$ cat src/rtl/sensor_conditioner_if.sv
// Detector, 1 s tick and service handshake between the road sensor front end and the highway controller.
interface sensor_conditioner_if;
  logic       sensor_raw;
  logic       pulse;
  logic       enable_countryroad;
  logic       sensor;
  logic       sensor_db;
  logic [5:0] wait_sec;

  modport master (
    output sensor_raw, pulse, enable_countryroad,
    input  sensor, sensor_db, wait_sec
  );

  modport slave (
    input  sensor_raw, pulse, enable_countryroad,
    output sensor, sensor_db, wait_sec
  );
endinterface

$ cat src/rtl/sensor_conditioner.sv
// Country-road vehicle sensor conditioning: synchronise, debounce, qualify presence,
// latch a request until the country road has been served, and time the wait.
module sensor_conditioner #(
  parameter int unsigned DEBOUNCE_CYCLES  = 16,
  parameter int unsigned MIN_PRESENCE_SEC = 2
) (
  input logic                 clk,
  input logic                 rst_n,
  sensor_conditioner_if.slave bus
);

  localparam int unsigned DB_W   = (DEBOUNCE_CYCLES > 1) ? $clog2(DEBOUNCE_CYCLES) : 1;
  localparam int unsigned QUAL_W = (MIN_PRESENCE_SEC > 1) ? $clog2(MIN_PRESENCE_SEC) : 1;
  localparam int unsigned WAIT_W = 6;
  localparam logic [WAIT_W-1:0] WAIT_MAX = '1;

  typedef enum logic [1:0] {
    IDLE    = 2'd0,
    QUALIFY = 2'd1,
    REQUEST = 2'd2,
    SERVICE = 2'd3
  } state_e;

  logic              s1, s2;
  logic [DB_W-1:0]   db_cnt;
  logic              sensor_db_q;
  logic              ecr_q;
  logic              svc_done;

  state_e            state, state_nxt;
  logic [QUAL_W-1:0] qual_cnt, qual_nxt;
  logic [WAIT_W-1:0] wait_q, wait_nxt;
  logic              sensor_q, sensor_nxt;

  // Two-flop synchroniser feeding a consecutive-sample debouncer
  always_ff @(posedge clk) begin
    if (!rst_n) begin
      s1          <= 1'b0;
      s2          <= 1'b0;
      db_cnt      <= '0;
      sensor_db_q <= 1'b0;
    end else begin
      s1 <= bus.sensor_raw;
      s2 <= s1;
      if (s2 == sensor_db_q) begin
        db_cnt <= '0;
      end else if (32'(db_cnt) == DEBOUNCE_CYCLES - 32'd1) begin
        sensor_db_q <= s2;
        db_cnt      <= '0;
      end else begin
        db_cnt <= db_cnt + DB_W'(1);
      end
    end
  end

  always_ff @(posedge clk) begin
    if (!rst_n) ecr_q <= 1'b0;
    else        ecr_q <= bus.enable_countryroad;
  end

  assign svc_done = ecr_q & ~bus.enable_countryroad;

  always_ff @(posedge clk) begin
    if (!rst_n) begin
      state    <= IDLE;
      qual_cnt <= '0;
      wait_q   <= '0;
      sensor_q <= 1'b0;
    end else begin
      state    <= state_nxt;
      qual_cnt <= qual_nxt;
      wait_q   <= wait_nxt;
      sensor_q <= sensor_nxt;
    end
  end

  always_comb begin
    state_nxt  = state;
    qual_nxt   = qual_cnt;
    wait_nxt   = wait_q;
    sensor_nxt = 1'b0;

    case (state)
      IDLE: begin
        if (sensor_db_q) begin
          qual_nxt  = '0;
          state_nxt = (MIN_PRESENCE_SEC == 0) ? REQUEST : QUALIFY;
        end
      end
      QUALIFY: begin
        // Loss of presence wins over a coincident tick
        if (!sensor_db_q) begin
          state_nxt = IDLE;
        end else if (bus.pulse) begin
          if (32'(qual_cnt) + 32'd1 >= MIN_PRESENCE_SEC) state_nxt = REQUEST;
          else                                           qual_nxt  = qual_cnt + QUAL_W'(1);
        end
      end
      REQUEST: begin
        if (bus.enable_countryroad) state_nxt = SERVICE;
      end
      SERVICE: begin
        if (svc_done) state_nxt = IDLE;
      end
      default: state_nxt = IDLE;
    endcase

    // Wait timer runs only while the request is pending, frozen during service
    if (state_nxt == IDLE || state_nxt == QUALIFY) begin
      wait_nxt = '0;
    end else if (state == IDLE || state == QUALIFY) begin
      wait_nxt = '0;
    end else if (state == REQUEST && bus.pulse && wait_q != WAIT_MAX) begin
      wait_nxt = wait_q + WAIT_W'(1);
    end

    sensor_nxt = (state_nxt == REQUEST) || (state_nxt == SERVICE);
  end

  assign bus.sensor    = sensor_q;
  assign bus.sensor_db = sensor_db_q;
  assign bus.wait_sec  = wait_q;

endmodule

$ cat src/flat_wrapper.sv
// flat-port wrapper written by rule: the top's interface ports become plain ports
module sensor_conditioner_flat 
#(
  parameter int unsigned DEBOUNCE_CYCLES  = 16,
  parameter int unsigned MIN_PRESENCE_SEC = 2
)
  (clk, rst_n, bus_sensor_raw, bus_pulse, bus_enable_countryroad, bus_sensor, bus_sensor_db, bus_wait_sec);
  sensor_conditioner_if bus_i ();
  input logic clk;
  input logic rst_n;
  input wire logic [$bits(bus_i.sensor_raw)-1:0] bus_sensor_raw;
  input wire logic [$bits(bus_i.pulse)-1:0] bus_pulse;
  input wire logic [$bits(bus_i.enable_countryroad)-1:0] bus_enable_countryroad;
  output wire logic [$bits(bus_i.sensor)-1:0] bus_sensor;
  output wire logic [$bits(bus_i.sensor_db)-1:0] bus_sensor_db;
  output wire logic [$bits(bus_i.wait_sec)-1:0] bus_wait_sec;
  assign bus_i.sensor_raw = bus_sensor_raw;
  assign bus_i.pulse = bus_pulse;
  assign bus_i.enable_countryroad = bus_enable_countryroad;
  assign bus_sensor = bus_i.sensor;
  assign bus_sensor_db = bus_i.sensor_db;
  assign bus_wait_sec = bus_i.wait_sec;
  sensor_conditioner #(.DEBOUNCE_CYCLES(DEBOUNCE_CYCLES), .MIN_PRESENCE_SEC(MIN_PRESENCE_SEC)) u_core (.clk(clk), .rst_n(rst_n), .bus(bus_i));
endmodule
$ cat config.mk
export PLATFORM = sky130hd
export DESIGN_NAME = sensor_conditioner_flat
export DESIGN_NICKNAME = d
export VERILOG_FILES = /design/src/rtl/sensor_conditioner_if.sv /design/src/rtl/sensor_conditioner.sv /design/src/flat_wrapper.sv
export SDC_FILE = /design/constraint.sdc
export NUM_CORES = 1
export LEC_CHECK = 0
export BUFFER_PORTS_ARGS = -buffer_cell sky130_fd_sc_hd__buf_4
export CAP_MARGIN = 10
export CELL_PAD_IN_SITES_DETAIL_PLACEMENT = 2
export CELL_PAD_IN_SITES_GLOBAL_PLACEMENT = 2
export CORE_MARGIN = 10
export CORE_UTILIZATION = 32
export CTS_CLUSTER_DIAMETER = 80
export CTS_CLUSTER_SIZE = 8
export DETAILED_ROUTE_END_ITERATION = 16
export HOLD_SLACK_MARGIN = 0.06
export PLACE_DENSITY = 0.71
export REMOVE_ABC_BUFFERS = 1
export SLEW_MARGIN = 0
export SYNTH_ARGS = -nofsm -noshare
export SYNTH_HDL_FRONTEND = slang
export SYNTH_SLANG_ARGS = --single-unit
export TNS_END_PERCENT = 100
$ cat constraint.sdc
create_clock -name clk -period 1.4 [get_ports clk]
set_input_delay 0.21 -clock clk [delete_from_list [all_inputs] [get_ports clk]]
set_output_delay 0.21 -clock clk [all_outputs]
set_load 0.05 [all_outputs]
==> metrics.cfg <==
[outcome]
status = completed

[route]
drc = 0
num_vias = 647
ant_nets = 0
via_per_inst = 5.176
drt_first_pass_iters = 2
wirelength_mm = 1.953
wire_per_inst_um = 15.62
drtIter0Drc = 23

[placement]
hpwl_mm = 1.500
gp_congestion = 0.7147
io_buffer_count = 12
dpl_cell_area_um2 = 909.6
dp.cells = 121

[synthesis]
seq_area_frac_synth = 0.4630
synth_seq_cells = 18
yosysUniqueCellTypes = 29
syn_area_per_cell_um2 = 9.608
yosysTopAreaCell = dfxtp_1
netlist_area_um2 = 778.2
ys_top_cells_by_area = dfxtp_1 46%, nand3_1 6.4%, mux2i_1 5.1%
synthArstFlopShare = 0
ys_warn_count = 0
synthDominantCellAreaShare = 0.4630
ys.flop_type = dfxtp_1
synth-edff-count = 0
postSynthCellCount = 81

[final_layout]
final_common_cell = dfxtp_1
design_area_um2 = 980.9
final_cell_mix = 16 x dfxtp_1, 14 x buf_4, 9 x nand3_1
final_layout_size_suffix_gt1_frac = 0.2887
fin_cells = 125
finalNetCount = 105
synthToLayoutAreaGrowth_pct = 26.05
diodes = 0

[timing]
setup_viol = 0
period_needed_ns = 1.343
drv_slew = 0
slew_headroom = 0.7838
skew_ns = 0.001933
tightest_slew_ns = 0.3234
rsz0062_at_grt = false
hold_viol_final = 0
final.setup.tns_ns = 0
fin_crit_sh = 0.9590
fmax_mhz = 744.8

[clock_network]
worst_skew_pair.late_latency_ns = 0.29
hold_buffers = 0
root_buffer = clkbuf_4
cts_max_level = 1
clk_pin_slew_ns = 0.11
cts.sinks = 18
cts_tree = built
cts_buffer_depth = 2
postCtsSetupBuffers = 0
numCtsBuffers = 3

[setup_path]
crit_type = flop to flop
cp.required_ns = 1.58
cp.arrival_ns = 1.53
cp_max_fo = 4
reg2reg_slack_ns = 0.06
end_kind = flop
path_cells = ha_1 > and2_1 > o41ai_2 > a21oi_1
cp_slowest_stage_delay_ns = 0.36
start_kind = flop
slowest_stage = dfxtp_2

[power_and_ir_drop]
p_leak_nw = 0.3950
p_per_area_nw_per_um2 = 888.1
vdd_drop_max_uv = 681.4

[floorplanning]
dieArea_um2 = 4805
placementRows = 17
die_x_um = 69.32
start_util = 0.3452
io_pins = 13
coreArea_um2 = 2255
die_y_um = 69.32

[grt]
grt_pass1_wl_mm = 3.443
grt_pass1_vias = 718
antenna_found_initial = 0
grt_usage = 0.08412
grt_max_degree = 12
gr-total-overflow = 0

[hold_path]
hold_class = input port to flop

[flow_run]
maxCapViolations = 0

-- worst max-delay path, delay by kind of cell (launching register included) --
family	cells	cell delay [ns]
compound gates	2	0.43
fa+ha+maj	1	0.23
flops	1	0.36
simple gates	1	0.21
-- area by class of cell --
cell class / count / area, um^2
Sequential cell: 18 / 362.8
Tap cell: 28 / 35.03
Fill cell: 267 / 1274
Multi-Input combinational cell: 60 / 437.9
Timing Repair Buffer: 14 / 105.1
Clock buffer: 4 / 36.28
Inverter: 1 / 3.754
-- metrics by stage --
step	utilization	total power [mW]	worst slack, ns	hold WS (ns)
3_5_place_dp	0.4034	0.5546	-0.0003770	0.4244
4_1_cts	0.4267	0.8797	0.02784	0.1099
2_1_floorplan	-	0.5380	-0.1862	0.3317
5_1_grt	0.4351	0.9154	0.01340	0.1036
6_report	0.4351	0.8712	0.05733	0.1156
3_3_place_gp	0.4034	0.5532	0.06027	0.4197
-- path summary, 6_finish.rpt --
check | cells past startpoint | end | start
max | 4 | u_core.bus.wait_sec[5] | u_core.bus.wait_sec[1]
min | 2 | u_core.s1 | bus_sensor_raw
max reg2reg | 4 | u_core.bus.wait_sec[5] | u_core.bus.wait_sec[1]
min reg2reg | 1 | u_core.s2 | u_core.s1
-- registers in the layout, indices dropped and copies added (netlist names) --
register / cells
u_core.ecr_q: 1
u_core.qual_cnt: 1
u_core.s1: 1
u_core.s2: 1
u_core.db_cnt: 4
u_core.bus.sensor_db: 1
u_core.bus.sensor: 1
u_core.state: 2
u_core.bus.wait_sec: 6
-- cells in the mapped netlist, drive strengths merged (2+ instances only) --
cell / instances
nor2b: 2
mux2i: 4
xor2: 3
a211oi: 2
and2: 5
nand3: 10
nand3b: 4
a21boi: 3
dfxtp: 18
a21oi: 4
nor2: 4
nand2: 4
o21ai: 2
ha: 2
-- logic make-up (layout without fill, tap and decap cells) --
kind of cell	count (synthesis)	after routing	synth area share
AO/OA/AOI/OAI	13	13	0.1061
XOR/XNOR	3	3	0.03377
adder cells (fa/ha/maj)	2	2	0.03215
buffers and inverters	3	19	0.01606
flip-flops	18	18	0.4630
multiplexers	4	4	0.05145
AND/OR/NAND/NOR	38	38	0.2974
-- power breakdown --
part | switching, mW | leakage [nW] | internal [mW]
Clock | 0.171 | 0.0210 | 0.159
Sequential | 0.00251 | 0.147 | 0.517
Combinational | 0.00984 | 0.227 | 0.0125
-- layer usage --
| metal | track usage | wire length [um] | vias up | part of all wire |
|---|---|---|---|---|
| met2 | 0.1472 | 960 | 14 | 0.49 |
| met3 | 0.03424 | 101 | 2 | 0.052 |
| met1 | 0.08887 | 874 | 312 | 0.45 |
| li1 | - | - | 319 | - |
| met4 | 0.02661 | 17 | 0 | 0.0087 |
| met5 | 0 | 0 | - | 0 |
-- what timing repair did --
action | in CTS | in global routing
setup endpoints to repair | 4 | 6
pin swaps | 0 | 1
gates resized for setup | 3 | 7
(Power assumes the default switching activity.)
